$ cat src/rtl/lsu_pkg.sv
// lsu_pkg: shared widths, default store-buffer depth and the buffer entry type
package lsu_pkg;
    localparam int AW = 8;
    localparam int DW = 9;
    localparam int SB_DEPTH_DEFAULT = 4;
    typedef struct packed {
        logic [AW-1:0] addr;
        logic [DW-1:0] data;
    } sb_entry_t;
endpackage

$ cat src/rtl/lsu_store_buffer.sv
// lsu_store_buffer: in-order store FIFO with youngest-match address search
//   push/push_entry : enqueue at wptr      pop  : retire head at rptr
//   head            : oldest entry         count: occupied entries
//   lookup_addr     : search key           hit/hit_data: youngest matching entry
module lsu_store_buffer
    import lsu_pkg::*;
#(
    parameter int DEPTH = SB_DEPTH_DEFAULT
) (
    input  logic                     clk,
    input  logic                     rst,
    input  logic                     push,
    input  sb_entry_t                push_entry,
    input  logic                     pop,
    input  logic [AW-1:0]            lookup_addr,
    output sb_entry_t                head,
    output logic [$clog2(DEPTH):0]   count,
    output logic                     hit,
    output logic [DW-1:0]            hit_data
);
    localparam int PW = $clog2(DEPTH);
    sb_entry_t         entries [DEPTH];
    logic [DEPTH-1:0]  valid;
    logic [PW-1:0]     wptr, rptr, idx;
    always_ff @(posedge clk or posedge rst)
        if (rst) begin
            wptr  <= '0;
            rptr  <= '0;
            count <= '0;
            valid <= '0;
        end else begin
            if (push) begin
                valid[wptr] <= 1'b1;
                wptr        <= wptr + 1'b1;
            end
            if (pop) begin
                valid[rptr] <= 1'b0;
                rptr        <= rptr + 1'b1;
            end
            count <= count + (PW+1)'(push) - (PW+1)'(pop);
        end
    always_ff @(posedge clk)
        if (push) entries[wptr] <= push_entry;
    assign head = entries[rptr];
    // Sweep oldest to youngest so the last match written is the youngest one
    always_comb begin
        hit      = 1'b0;
        hit_data = '0;
        idx      = '0;
        for (int k = 0; k < DEPTH; k++) begin
            idx = rptr + PW'(k);
            if (valid[idx] && entries[idx].addr == lookup_addr) begin
                hit      = 1'b1;
                hit_data = entries[idx].data;
            end
        end
    end
endmodule

$ cat src/rtl/load_store_unit.sv
// load_store_unit: load/store handshake, store buffering and data-memory port owner
//   req_*   : request handshake from execute (req_we=1 store, 0 load)
//   rsp_*   : load data, one cycle after acceptance
//   sb_empty: store buffer drained
//   mem_*   : single port of the 256x9 data memory (mem_spo combinational read)
// Optional: define SB_FORWARD_EN to forward load data from the store buffer;
// otherwise loads hitting a buffered address stall until it drains.
module load_store_unit
    import lsu_pkg::*;
#(
    parameter int SB_DEPTH = SB_DEPTH_DEFAULT
) (
    input  logic          clk,
    input  logic          rst,
    input  logic          req_valid,
    output logic          req_ready,
    input  logic          req_we,
    input  logic [AW-1:0] req_addr,
    input  logic [DW-1:0] req_wdata,
    output logic          rsp_valid,
    output logic [DW-1:0] rsp_rdata,
    output logic          sb_empty,
    output logic          mem_we,
    output logic [AW-1:0] mem_a,
    output logic [DW-1:0] mem_d,
    input  logic [DW-1:0] mem_spo
);
    localparam int PW = $clog2(SB_DEPTH);
    localparam logic [PW:0] FULL = (PW+1)'(SB_DEPTH);
    logic [PW:0]   count;
    logic          hit, fwd_ok, load_acc, store_acc, drain;
    logic [DW-1:0] hit_data;
    sb_entry_t     head;
`ifdef SB_FORWARD_EN
    assign fwd_ok = 1'b1;
`else
    assign fwd_ok = !hit;
`endif
    // A full buffer stalls loads as well, so the port is left free to drain
    assign req_ready = (count < FULL) && (req_we || fwd_ok);
    assign load_acc  = req_valid && req_ready && !req_we;
    assign store_acc = req_valid && req_ready && req_we;
    assign drain     = !load_acc && count != '0;
    assign sb_empty  = count == '0;
    assign mem_we    = drain;
    assign mem_a     = load_acc ? req_addr : drain ? head.addr : '0;
    assign mem_d     = drain ? head.data : '0;
    lsu_store_buffer #(.DEPTH(SB_DEPTH)) u_sb (
        .clk         (clk),
        .rst         (rst),
        .push        (store_acc),
        .push_entry  ('{addr: req_addr, data: req_wdata}),
        .pop         (drain),
        .lookup_addr (req_addr),
        .head        (head),
        .count       (count),
        .hit         (hit),
        .hit_data    (hit_data)
    );
    always_ff @(posedge clk or posedge rst)
        if (rst) begin
            rsp_valid <= 1'b0;
            rsp_rdata <= '0;
        end else begin
            rsp_valid <= load_acc;
            if (load_acc) rsp_rdata <= hit ? hit_data : mem_spo;
        end
endmodule
$ cat config.mk
export PLATFORM = sky130hd
export DESIGN_NAME = load_store_unit
export DESIGN_NICKNAME = d
export VERILOG_FILES = /design/src/rtl/lsu_pkg.sv /design/src/rtl/lsu_store_buffer.sv /design/src/rtl/load_store_unit.sv
export SDC_FILE = /design/constraint.sdc
export NUM_CORES = 1
export LEC_CHECK = 0
export ABC_CLOCK_PERIOD_IN_PS = 9960
export CAP_MARGIN = 40
export CELL_PAD_IN_SITES_DETAIL_PLACEMENT = 0
export CELL_PAD_IN_SITES_GLOBAL_PLACEMENT = 1
export CORE_ASPECT_RATIO = 1.25
export CORE_MARGIN = 10
export CORE_UTILIZATION = 50
export CTS_CLUSTER_DIAMETER = 50
export DETAILED_ROUTE_END_ITERATION = 8
export GPL_TIMING_DRIVEN = 1
export PLACE_DENSITY = 0.88
export SYNTH_ARGS = -nofsm -noshare
export SYNTH_HDL_FRONTEND = slang
export SYNTH_SLANG_ARGS = --single-unit
$ cat constraint.sdc
create_clock -name clk -period 9.96 [get_ports clk]
set_input_delay 0.996 -clock clk [delete_from_list [all_inputs] [get_ports clk]]
set_output_delay 0.996 -clock clk [all_outputs]
set_load 0.02 [all_outputs]
== Word-level counts from Yosys, hierarchy flattened ==
Memories as Yosys holds them, arrays and structs flattened.
Index checks and enable logic that the tools add are counted.
W data, S select, Z words.

* Word-level logic and storage cells: 73
* Input bits: 30
* Register bits after elaboration: 21
* Memory bits (writable): 68
* Memories kept: 1

{| class="wikitable"
|+ Memories
! memory !! words !! width !! read ports !! clocked after Yosys merged registers in !! wr ports !! RTL line !! source
|-
| u_sb.entries || 4 || 17 || 4 || 0 || 1 || lsu_store_buffer.sv:22 || <nowiki>sb_entry_t entries [DEPTH];</nowiki>
|}

* Reductions and logical operators: 17
* Equal/unequal tests: 4
* Multiplexer cells: 28
* Order comparisons: 8
* $add $sub $neg: 6
* Bitwise gates (word level): 3

{| class="wikitable"
|+ Operators with widths
! operator !! count
|-
| $mux W9 || 6
|-
| $eq A8 B8 Y1 || 4
|-
| $mux W8 || 2
|-
| $lt A2 B3 Y1 const B || 5
|-
| $mux W1 || 12
|-
| $logic_and A1 B1 Y1 || 11
|-
| $bmux W1 S2 || 4
|-
| $mux W4 || 2
|-
| $add A2 B1 Y2 const B || 2
|-
| $add A2 B2 Y2 const B || 2
|-
| $and A4 B4 Y4 || 1
|-
| $demux W1 S2 || 2
|-
| $ge A2 B1 Y1 const B || 2
|-
| $not A4 Y4 || 1
|-
| $or A4 B4 Y4 || 1
|-
| $add A3 B1 Y3 || 1
|-
| $logic_not A1 Y1 || 3
|-
| $logic_not A3 Y1 || 1
|-
| $lt A3 B3 Y1 const B || 1
|-
| $reduce_bool A3 Y1 || 1
|-
| $sub A3 B1 Y3 || 1
|-
| $logic_or A1 B1 Y1 || 1
|}

== Logic depth before layout (Yosys ltp) ==
* Word-level depth: 16
* Gate-level depth with buffers: 21
* Gate-level depth less buffers: 15

== Hierarchy ==
From an unflattened synthesis, not the netlist that was laid out.

* Cells, all modules: 376
* Area total of the unflattened synthesis: 5818.1 um2

{| class="wikitable"
|+ By module, submodules not included
! module !! cells each !! times used !! area an instance (um2)
|-
| lsu_store_buffer || 330 || 1 || 5231.3
|-
| load_store_unit || 46 || 1 || 586.8
|}

== Worst setup path before layout ==
OpenSTA, ideal clock, no wires.

* Path kind: reg2out
* Start point: register u_sb.rptr[1]
* End point: output port mem_a[0]
* Required time: 8.964 ns
* Buffers on the path: 6
* Setup slack: 5.411 ns
* Arrival: 3.553 ns
* Stages on the path, launching flop included: 16
* Cell sequence: dfrtp_1 buf_2 buf_2 buf_1 inv_1 ha_1 buf_4 buf_4 mux2i_1 xnor2_1 nor3_1 o2111ai_1 o211ai_2 nor2_4 buf_6 mux2i_1

* Word-level cells in the longest chain between the ends: 16
* Elaborated cells between the ends (all ways): 33

{| class="wikitable"
|+ RTL lines
! element !! RTL line !! source
|-
| start, declared || lsu_store_buffer.sv:24 || <nowiki>logic [PW-1:0] wptr, rptr, idx;</nowiki>
|-
| start signal, assigned || lsu_store_buffer.sv:38 || <nowiki>rptr <= rptr + 1'b1;</nowiki>
|-
| $add A2 B1 Y2, or another cell as far along || lsu_store_buffer.sv:51 || <nowiki>idx = rptr + PW'(k);</nowiki>
|-
| $mem_v2 Z4 W17, or another cell as far along || -- ||
|-
| $eq A8 B8 Y1, or another cell as far along || lsu_store_buffer.sv:52 || <nowiki>if (valid[idx] && entries[idx].addr == lookup_addr) begin</nowiki>
|-
| $logic_and A1 B1 Y1 / $mux W1 (equally long branches) || lsu_store_buffer.sv:52 ||
|-
| $mux W1 (2 in a row) || lsu_store_buffer.sv:52 ||
|-
| $mux W1 (*) || lsu_store_buffer.sv:52 ||
|-
| $logic_not A1 Y1 (*) || load_store_unit.sv:37 || <nowiki>assign fwd_ok = !hit;</nowiki>
|-
| $logic_or A1 B1 Y1 (*) || load_store_unit.sv:40 || <nowiki>assign req_ready = (count < FULL) && (req_we || fwd_ok);</nowiki>
|-
| $logic_and A1 B1 Y1 (*) || load_store_unit.sv:40 ||
|-
| $logic_and A1 B1 Y1 (*) (2 in a row) || load_store_unit.sv:41 || <nowiki>assign load_acc = req_valid && req_ready && !req_we;</nowiki>
|-
| named net load_acc || load_store_unit.sv:31 || <nowiki>logic hit, fwd_ok, load_acc, store_acc, drain;</nowiki>
|-
| $logic_not A1 Y1 || load_store_unit.sv:43 || <nowiki>assign drain = !load_acc && count != '0;</nowiki>
|-
| $logic_and A1 B1 Y1 || load_store_unit.sv:43 ||
|-
| $mux W8 || load_store_unit.sv:46 || <nowiki>assign mem_a = load_acc ? req_addr : drain ? head.addr : '0;</nowiki>
|-
| $mux W8 (*) || load_store_unit.sv:46 ||
|-
| end, declared || load_store_unit.sv:24 || <nowiki>output logic [AW-1:0] mem_a,</nowiki>
|}

Mark *: on every way through the listed nets, which the timed path passes. The rest lies on a longest branch. The select of a mux whose other input is x is not followed.

== Worst setup path in the final report ==
* Start point: register u_sb.rptr[1]
* End point: output port mem_we

* Word-level cells in the longest chain between the ends: 14
* Elaborated cells between the ends (all ways): 31

{| class="wikitable"
|+ RTL lines
! element !! RTL line !! source
|-
| $add A2 B1 Y2, or another cell as far along || lsu_store_buffer.sv:51 ||
|-
| $mem_v2 Z4 W17, or another cell as far along || -- ||
|-
| $eq A8 B8 Y1, or another cell as far along || lsu_store_buffer.sv:52 ||
|-
| $logic_and A1 B1 Y1 / $mux W1 (equally long branches) || lsu_store_buffer.sv:52 ||
|-
| $mux W1 (2 in a row) || lsu_store_buffer.sv:52 ||
|-
| $mux W1 (*) || lsu_store_buffer.sv:52 ||
|-
| $logic_not A1 Y1 (*) || load_store_unit.sv:37 ||
|-
| $logic_or A1 B1 Y1 (*) || load_store_unit.sv:40 ||
|-
| $logic_and A1 B1 Y1 (*) || load_store_unit.sv:40 ||
|-
| $logic_and A1 B1 Y1 (*) (2 in a row) || load_store_unit.sv:41 ||
|-
| $logic_not A1 Y1 (*) || load_store_unit.sv:43 ||
|-
| $logic_and A1 B1 Y1 (*) || load_store_unit.sv:43 ||
|-
| end, declared || load_store_unit.sv:23 || <nowiki>output logic mem_we,</nowiki>
|}

Mark *: on every way between the ends. The rest lies on a longest branch, timed or not. The select of a mux whose other input is x is not followed.

==> flow_metrics.tcl <==
set metrics [dict create \
    critical_path_required_ns 8.96 \
    power.clock.fraction_pct 18.2 \
    final_nets 428 \
    yosys_warnings 0 \
    ir_drop_uv 161.0 \
    dp_slack_ns 4.779 \
    die-area_mm2 0.01428 \
    setup_slack_ns 4.485 \
    clock.fmax_mhz 182.7 \
    synth_cells 331 \
    ys.flop_type "edfxtp_1" \
    h-tree-depth 3 \
    syn_area_mm2 0.004940 \
    min-delay-start "rsp_rdata[1]" \
    antenna_left 0 \
    syn_nets 372 \
    yosysSeqAreaShare_pct 51.98 \
    hold_path_depth 1 \
    sw_frac_of_total_pct 37.40 \
    ys_ff_latch 89 \
    cts_resized 0 \
    synthTopCellsByCount "68 x edfxtp_1, 36 x xnor2_1, 34 x mux2i_1, 34 x mux4_2, 22 x inv_1" \
    port_buffers 59 \
    io_pins 60 \
    p_int_mw 1.136 \
    place_area_mm2 0.005660 \
    status "finished, final reports clean" \
    async_flop_share_pct 23.60 \
    grt_overflow_total 0 \
    cts_buffer_depth 2 \
    grt_max_degree 45 \
    r2r-start "u_sb.rptr[1]" \
    critPathLaunchType "flip-flop" \
    seqCellArea_mm2 0.002569 \
    syn_avg_cell_area_um2 14.92 \
    rsz0062_at_grt "no" \
    areaGrowthSynthToFinish_pct 20.59 \
    diodes 0 \
    critPathKind "reg2out" \
    r2r_cells 16 \
    max-slew-margin-rel_pct 45.44 \
    synth_top_area_share_pct 41.34 \
    die_h_um 131.1 \
    critPathMaxStageDelay_ns 0.67 \
    clock_sinks 89 \
    drc 0 \
    synth_edf_count 68 \
    post-route-period-util_pct 54.97 \
    final_hold_viol_count 0 \
    cts_tree "yes" \
    endpoint_kind "primary output" \
    critPathMaxFanout 36 \
    gp_congestion 0.8920 \
    hold_path_end "rsp_rdata[1]" \
    grt_pass1_wl_um 17230 \
    rows 40 \
    cts_made_buffers 9 \
    post_cts_buffers 0 \
    layout_min_cycle_time_ns 5.475 \
    core_area_mm2 0.009659 \
    reg2reg_slack_ns 5.10 \
    critical-path-top-delay-family "buffers and inverters" \
    cp_num_buf_inv 5 \
    maxSlewViolCount 0 \
    multi_input_area_mm2 0.002162 \
    grt_pass1_vias 3171 \
    hold_class "reg2reg" \
    drt_iter0_drc 217 \
    root_buffer "clkbuf_16" \
    p_comb_share_pct 54.0 \
    clock_latency_ns 0.35 \
    seq_power_share_pct 27.8 \
    vias 2954 \
    fp.dieW_um 108.9 \
    cap_violations 0 \
    fin_setup_tns_ns 0 \
    fin_area_mm2 0.005957 \
    hold_slack_ns 0.5118 \
    setup_viol 0 \
    firstDrtPassIters 4 \
    wl_per_cell_um 20.38 \
    power.switching_mw 0.6785 \
    drive_gt1_share_pct 19.39 \
    p_leak_nw 2.156 \
    ctsHoldBuffers 0 \
    start_util_pct 51.14 \
    fin_worst_skew_ns 0.008050 \
    antenna_found_initial 0 \
    fillers 738 \
    critPathArrivalTime_ns 4.48 \
    ys_top_cells_by_area "edfxtp_1 41%, mux4_2 16%, dfrtp_1 11%" \
    grtUsageTotal_pct 15.63 \
    slowest_stage "o21ai_2" \
    powerDensity_mw_per_mm2 304.5 \
    crit_chain "buf_4 > inv_1 > ha_1 > buf_4 > mux4_2 > xnor2_1 > nand4_1 > o211ai_2 > o21ai_2 > inv_1 > clkdlybuf4s50_1" \
    drt-vias-per-instance 5.703 \
    synth.largest_area_cell "edfxtp_1" \
    rr_endpoint "u_sb.count[2]" \
    tightest_slew_ns 0.8183 \
    yosys.cell_types.count 44 \
    hpwl_um 7510 \
    path_clk_slew_ns 0.07 \
    synth_most_common_cell "edfxtp_1" \
    routed_wl_um 10560 \
]
## state kept, by name, indices dropped and copies added, names as in the netlist
| signal | flops |
|---|---|
| u_sb.valid | 4 |
| rsp_rdata | 9 |
| u_sb.entries | 68 |
| u_sb.count | 3 |
| rsp_valid | 1 |
| u_sb.wptr | 2 |
| u_sb.rptr | 2 |
## worst reg2reg max path: cells and delay by family (launching register included)
family,cells,cell delay (ns)
AO/OA/AOI/OAI,2,0.81
XOR/XNOR,3,0.44
flip-flops,1,0.33
AND/OR/NAND/NOR,1,0.14
multiplexers,1,0.59
adder cells (fa/ha/maj),4,1.20
buffers and inverters,5,1.23
## routing by layer
layer	part of all wire, %	GRT usage (%)	vias to the layer above
met1	41	19.12	1499
met3	4.7	3.278	13
li1	-	-	1367
met4	1.7	6.608	0
met2	53	25.78	75
met5	0	0	-
## layout make-up
type / instances / area share, %
clock buffers: 9 / 3.781
clock inverters: 7 / 1.197
inverters: 23 / 1.449
multi-input cells: 198 / 36.29
flip-flops and latches: 89 / 43.12
well taps: 126 / 2.647
repair buffers: 66 / 11.51
## layout by cell type, fill, tap and decap left out, types with 2 or more instances in the layout
| master | n |
|---|---|
| ha_1 | 10 |
| clkinv_4 | 2 |
| nor2_1 | 4 |
| nor2b_1 | 10 |
| o22a_1 | 4 |
| dfrtp_1 | 20 |
| clkbuf_16 | 9 |
| nand2_1 | 11 |
| mux2_2 | 11 |
| inv_1 | 22 |
| nand4_1 | 2 |
| xnor2_1 | 36 |
| inv_6 | 3 |
| clkdlybuf4s50_1 | 59 |
| o2111ai_1 | 2 |
| and2_1 | 4 |
| mux4_2 | 34 |
| buf_4 | 3 |
| edfxtp_1 | 68 |
| buf_8 | 3 |
| mux2i_1 | 34 |
| nor3_1 | 8 |
| o21ai_0 | 5 |
| o22ai_1 | 3 |
## worst max path at each step
stage	start	to	slack [ns]	cells past startpoint
floorplan	u_sb.rptr[1]	mem_a[0]	5.41	15
global placement	u_sb.rptr[1]	mem_a[7]	4.92	11
detailed placement	u_sb.rptr[1]	mem_we	4.78	11
CTS	u_sb.rptr[1]	mem_we	4.36	11
global route	u_sb.rptr[1]	mem_we	4.12	12
finish	u_sb.rptr[1]	mem_we	4.49	11
## cells by family (layout without fill, tap and decap cells)
kind of cell / Yosys count / count (layout) / share of synthesized area, %
DFF: 89 / 89 / 51.98
and+or+nand+nor: 45 / 45 / 4.889
buffers and inverters: 44 / 105 / 4.255
muxes: 80 / 80 / 25.20
adders and majority gates: 11 / 11 / 2.938
xor gates and xnor gates: 37 / 37 / 6.560
AOI/OAI and AO/OA: 25 / 25 / 4.179
## stage by stage
| step | util, % | power, mW | instances |
|---|---|---|---|
| 4_1_cts | 61.67 | 1.840 | 518 |
| 5_1_grt | 61.67 | 1.932 | 518 |
| 6_report | 61.67 | 1.814 | 518 |
| 3_5_place_dp | 58.60 | 1.505 | 502 |
| 3_3_place_gp | 57.85 | 1.484 | 498 |
| 2_1_floorplan | - | 1.232 | 331 |
## power by group through the flow
stage / Clock, mW / Sequential, mW / Combinational, mW
after floorplan: 0 / 0.527 / 0.705
after global routing: 0.355 / 0.511 / 1.07
after global placement: 0 / 0.508 / 0.976
final: 0.330 / 0.504 / 0.981
after CTS: 0.337 / 0.505 / 0.998
after detailed placement: 0 / 0.512 / 0.993
Note: power is estimated with default switching activity, not from simulation.
